==> config.mk <==
export PLATFORM = sky130hd
export DESIGN_NAME = sram_arbiter
export DESIGN_NICKNAME = d
export VERILOG_FILES = /design/src/rtl/sram_arbiter.sv
export SDC_FILE = /design/constraint.sdc
export NUM_CORES = 1
export LEC_CHECK = 0
export BUFFER_PORTS_ARGS = -buffer_cell sky130_fd_sc_hd__buf_2
export CAP_MARGIN = 10
export CORE_AREA = 2 2 82 84
export DETAILED_ROUTE_END_ITERATION = 8
export DIE_AREA = 0 0 84 86
export PLACE_DENSITY = 0.83
export SLEW_MARGIN = 25
export SYNTH_ARGS = -nofsm -noshare
export SYNTH_HDL_FRONTEND = slang
export SYNTH_SLANG_ARGS = --single-unit
==> constraint.sdc <==
create_clock -name clk_sys -period 7 [get_ports clk_sys]
set_clock_uncertainty 0.2 [all_clocks]
set_input_delay 0.35 -clock clk_sys [delete_from_list [all_inputs] [get_ports clk_sys]]
set_output_delay 0.35 -clock clk_sys [all_outputs]
set_load 0.03 [all_outputs]
==> src/rtl/sram_arbiter.sv <==
// sram_arbiter: two-port arbiter and strobe sequencer for an external 16-bit asynchronous SRAM.
// Optional macro SRAM_ARB_ROUND_ROBIN_EN replaces fixed port-0 priority with round-robin arbitration.
module sram_arbiter #(
  parameter int ACCESS_CYCLES = 2,
  parameter int ADDR_W        = 18
) (
  input  logic              clk_sys,
  input  logic              rst_,
  input  logic              req0,
  input  logic              we0,
  input  logic [ADDR_W-1:0] addr0,
  input  logic [15:0]       wdata0,
  output logic              ack0,
  input  logic              req1,
  input  logic              we1,
  input  logic [ADDR_W-1:0] addr1,
  input  logic [15:0]       wdata1,
  output logic              ack1,
  output logic [15:0]       rdata,
  output logic              busy,
  output logic              ram_ce,
  output logic              ram_oe,
  output logic              ram_we,
  output logic [ADDR_W-1:0] ram_a,
  output logic [15:0]       ram_dout,
  output logic              ram_doe,
  input  logic [15:0]       ram_din
);

  typedef enum logic [1:0] {
    IDLE   = 2'd0,
    SETUP  = 2'd1,
    ACCESS = 2'd2,
    HOLD   = 2'd3
  } state_t;

  localparam logic [3:0] ACC_LAST = 4'(ACCESS_CYCLES - 1);

  state_t            state_r;
  logic [3:0]        cnt_r;
  logic              grant_r;
  logic              wr_r;
  logic              pick_s;
  logic              sel_we_s;
  logic [ADDR_W-1:0] sel_addr_s;
  logic [15:0]       sel_wdata_s;

`ifdef SRAM_ARB_ROUND_ROBIN_EN
  logic              last_r;

  // Winner on contention is the port that was not served last
  always_comb begin
    pick_s = 1'b0;
    if (req0 && req1) begin
      pick_s = ~last_r;
    end else if (req1) begin
      pick_s = 1'b1;
    end else begin
      pick_s = 1'b0;
    end
  end

  // Last-served pointer, refreshed while the access completes
  always_ff @(posedge clk_sys or negedge rst_) begin
    if (!rst_) begin
      last_r <= 1'b1;
    end else if (state_r == HOLD) begin
      last_r <= grant_r;
    end
  end
`else
  // Fixed priority: port 0 wins whenever it requests
  always_comb begin
    pick_s = 1'b0;
    if (req0) begin
      pick_s = 1'b0;
    end else if (req1) begin
      pick_s = 1'b1;
    end else begin
      pick_s = 1'b0;
    end
  end
`endif

  // Request fields of the selected port
  always_comb begin
    sel_we_s    = we0;
    sel_addr_s  = addr0;
    sel_wdata_s = wdata0;
    if (pick_s) begin
      sel_we_s    = we1;
      sel_addr_s  = addr1;
      sel_wdata_s = wdata1;
    end else begin
      sel_we_s    = we0;
      sel_addr_s  = addr0;
      sel_wdata_s = wdata0;
    end
  end

  // Access sequencer; every SRAM strobe and handshake output is a register
  always_ff @(posedge clk_sys or negedge rst_) begin
    if (!rst_) begin
      state_r  <= IDLE;
      cnt_r    <= 4'd0;
      grant_r  <= 1'b0;
      wr_r     <= 1'b0;
      ram_ce   <= 1'b0;
      ram_oe   <= 1'b0;
      ram_we   <= 1'b0;
      ram_doe  <= 1'b0;
      ram_a    <= '0;
      ram_dout <= 16'h0000;
      rdata    <= 16'h0000;
      ack0     <= 1'b0;
      ack1     <= 1'b0;
      busy     <= 1'b0;
    end else begin
      case (state_r)
        IDLE: begin
          if (req0 || req1) begin
            grant_r <= pick_s;
            wr_r    <= sel_we_s;
            ram_a   <= sel_addr_s;
            ram_ce  <= 1'b1;
            busy    <= 1'b1;
            if (sel_we_s) begin
              ram_doe  <= 1'b1;
              ram_dout <= sel_wdata_s;
            end else begin
              ram_oe <= 1'b1;
            end
            state_r <= SETUP;
          end
        end
        SETUP: begin
          // Write strobe only after a full cycle of address/data setup
          ram_we  <= wr_r;
          cnt_r   <= ACC_LAST;
          state_r <= ACCESS;
        end
        ACCESS: begin
          if (cnt_r == 4'd0) begin
            ram_we <= 1'b0;
            ram_oe <= 1'b0;
            if (!wr_r) begin
              rdata <= ram_din;
            end
            ack0    <= ~grant_r;
            ack1    <= grant_r;
            state_r <= HOLD;
          end else begin
            cnt_r <= cnt_r - 4'd1;
          end
        end
        HOLD: begin
          // ce and doe were kept through this cycle for data hold after the write edge
          ack0    <= 1'b0;
          ack1    <= 1'b0;
          ram_ce  <= 1'b0;
          ram_doe <= 1'b0;
          busy    <= 1'b0;
          state_r <= IDLE;
        end
        default: begin
          ram_ce  <= 1'b0;
          ram_oe  <= 1'b0;
          ram_we  <= 1'b0;
          ram_doe <= 1'b0;
          ack0    <= 1'b0;
          ack1    <= 1'b0;
          busy    <= 1'b0;
          state_r <= IDLE;
        end
      endcase
    end
  end

endmodule

==> flow_metrics.env <==
export IMPL_cts_resized=0
export IMPL_grt_max_degree=65
export IMPL_holdBufCountCts=0
export IMPL_critPathCaptureType="flip-flop"
export IMPL_globalRouteOverflowTotal=0
export IMPL_dp_hpwl_mm=4.90
export IMPL_cts_buffers=9
export IMPL_cp_arrival_ns=2.57
export IMPL_clk_pin_slew_worst_paths_ns=0.07
export IMPL_routed_wl_mm=6.49
export IMPL_coreArea_mm2=0.00628
export IMPL_clk_latency_ns=0.33
export IMPL_vdd_drop_max_v=0.000294
export IMPL_row_count=29
export IMPL_startpoint_type="flip-flop"
export IMPL_io_pins=147
export IMPL_syn_to_final_growth_pct=32.3
export IMPL_regArea_mm2=0.00160
export IMPL_antenna_found_initial=0
export IMPL_crit_path_max_fanout=16
export IMPL_vias=2335
export IMPL_leakage_nw=2.15
export IMPL_vias_per_cell=4.91
export IMPL_hp_class="input port to async pin"
export IMPL_grt_pass1_vias=2345
export IMPL_fmax_mhz=392
export IMPL_syn_area_mm2=0.00307
export IMPL_start_util=0.488
export IMPL_drive_gt1_frac=0.544
export IMPL_postCtsSetupRepairBufs=0
export IMPL_synth_edf_count=0
export IMPL_postSynth_asyncResetShare=1.00
export IMPL_yosysSeqAreaShare=0.522
export IMPL_whs_ns=-0.0198
export IMPL_die_w_um=84
export IMPL_gp_congestion=0.801
export IMPL_r2r_slack_ns=4.45
export IMPL_status="finished, violations left"
export IMPL_yosys_cell_types_count=33
export IMPL_max_slew_worst_pin_slew_ns=0.984
export IMPL_h_tree_depth=3
export IMPL_synth_top_area_share=0.522
export IMPL_reg2reg_depth=5
export IMPL_min_period_over_period=0.365
export IMPL_cts_root_buffer="clkbuf_8"
export IMPL_synth_area_top_cells="dfrtp_1 52%, mux2_2 14%, mux2i_1 7.5%, mux2_4 4.9%, o21ai_0 3.4%"
export IMPL_fin_setup_tns_ns=0
export IMPL_portBuffers=146
export IMPL_maxCapViolCount=0
export IMPL_tritoncts="yes"
export IMPL_r2r_start="state_r[0]$_DFFE_PN0P_"
export IMPL_synthCells=249
export IMPL_routedWlPerCell_um=13.6
export IMPL_rsz0062_at_grt="no"
export IMPL_design_area_mm2=0.00406
export IMPL_diodes=0
export IMPL_slew_violations=0
export IMPL_syn_num_nets=346
export IMPL_synth_warnings=0
export IMPL_drtPass1Iterations=7
export IMPL_place_inst=460
export IMPL_dieArea_mm2=0.00722
export IMPL_yosysTopAreaCell="dfrtp_1"
export IMPL_relSlewSlack=0.344
export IMPL_setup_ws_ns=4.45
export IMPL_multi_input_area_mm2=0.00136
export IMPL_grt_usage=0.186
export IMPL_grt_pass1_wl_mm=10.8
export IMPL_cp_startpoint="state_r[0]$_DFFE_PN0P_"
export IMPL_final_nets=491
export IMPL_dpl_worst_slack_ns=4.46
export IMPL_finalNonFillerCells=476
export IMPL_worstSetupPathType="flip-flop to flip-flop"
export IMPL_total_power_mw=1.96
export IMPL_fill_cells=529
export IMPL_critPathCapture="rdata[10]$_DFFE_PN0P_"
export IMPL_placed_area_mm2=0.00384
export IMPL_clockBufferDepth=2
export IMPL_violations="hold timing"
export IMPL_syn_avg_cell_area_um2=12.3
export IMPL_antenna_left=0
export IMPL_r2r_end="rdata[10]$_DFFE_PN0P_"
export IMPL_final_setup_viol_count=0
export IMPL_layout_min_cycle_time_ns=2.55
export IMPL_finalHoldViolCount=28
export IMPL_first_iter_violations=64
export IMPL_power_density_mw_per_mm2=484
export IMPL_required_ns=7.01
export IMPL_clock_sinks=64
export IMPL_synthFlopType="dfrtp_1"
export IMPL_die_y_um=86
export IMPL_drc_errors=0
export IMPL_ys_seq_elements=64
==> how the worst min path moves through the flow <==
stage | endpoint | cells past startpoint
final | ram_a[12]$_DFFE_PN0P_ | 2
after global routing | rdata[7]$_DFFE_PN0P_ | 2
after CTS | ram_dout[1]$_DFFE_PN0P_ | 2
after detailed placement | ram_a[14]$_DFFE_PN0P_ | 2
after global placement | ram_a[5]$_DFFE_PN0P_ | 2
after floorplan | ack0$_DFFE_PN0P_ | 0
==> per-layer routing <==
| layer | wire, um | up-vias | global-route usage | part of all wire |
|---|---|---|---|---|
| met4 | 72 | 0 | 0.0704 | 0.011 |
| met5 | 0 | - | 0 | 0 |
| met1 | 2720 | 1064 | 0.235 | 0.42 |
| met3 | 523 | 6 | 0.0520 | 0.081 |
| met2 | 3170 | 101 | 0.309 | 0.49 |
| li1 | - | 1164 | - | - |
==> where the power goes <==
group,internal [mW],total (mW),switching [mW]
clock network,0.201,0.345,0.144
logic,0.359,0.965,0.606
registers,0.552,0.654,0.102
total,1.11,1.96,0.852
==> layout by cell type, fill, tap and decap left out, types with 2 or more instances in the layout <==
cell	instances
buf_2	146
dfrtp_1	64
mux2_2	39
nand2_1	25
mux2i_1	23
o21ai_0	20
mux2_4	10
clkbuf_8	9
inv_1	8
a21oi_1	8
ha_1	7
nor2_1	4
nor2b_1	3
nor3_1	3
nor3b_1	2
o22ai_1	2
a21o_1	2
clkinv_2	2
bufinv_16	2
buf_4	2
==> logic make-up after synthesis <==
family | after synthesis | share of synthesized area
mux | 72 | 0.267
flops | 64 | 0.522
simple gates | 43 | 0.0669
compound gates | 40 | 0.0767
buf+inv | 22 | 0.0351
fa+ha+maj | 7 | 0.0286
xor+xnor | 1 | 0.00286
==> synth_stat cells (all sizes together), types with 2 or more instances <==
cell type and instances:
nor2b 3, mux2i 23, inv 8, nor3b 2, clkbuf 6, mux2 49, o22ai 2, dfrtp 64
ha 7, a21oi 8, nor3 3, o21ai 21, a21boi 2, nor2 4, a21o 2, nand2 25
buf 8
==> flip-flops by register name, indices dropped and copies added, names as in the netlist <==
| register | count |
|---|---|
| ack0 | 1 |
| grant_r | 1 |
| ram_we | 1 |
| ram_ce | 1 |
| state_r | 2 |
| cnt_r | 4 |
| ack1 | 1 |
| wr_r | 1 |
| ram_a | 18 |
| ram_oe | 1 |
| ram_doe | 1 |
| ram_dout | 16 |
| rdata | 16 |
==> area by class of cell <==
cell class / count / area share
well taps: 77 / 0.0238
clock buffers: 9 / 0.0305
flip-flops and latches: 64 / 0.395
clock inverters: 7 / 0.0234
multi-input cells: 163 / 0.336
inverters: 8 / 0.00741
repair buffers: 148 / 0.184
==> per-stage QoR <==
step            util  hold WS [ns]
6_report       0.646       -0.0198
2_1_floorplan      -        -0.146
4_1_cts        0.646        0.0115
3_5_place_dp   0.611         0.265
5_1_grt        0.646        0.0336
3_3_place_gp   0.611         0.256
==> worst max-delay path, cell delays in order (launching register included) <==
cell and delay (ns):
dfrtp_1 0.42, inv_1 0.12, ha_1 0.31, inv_1 0.21, or3_1 0.75, mux2_4 0.43
Power figures use the tool's default switching activity.
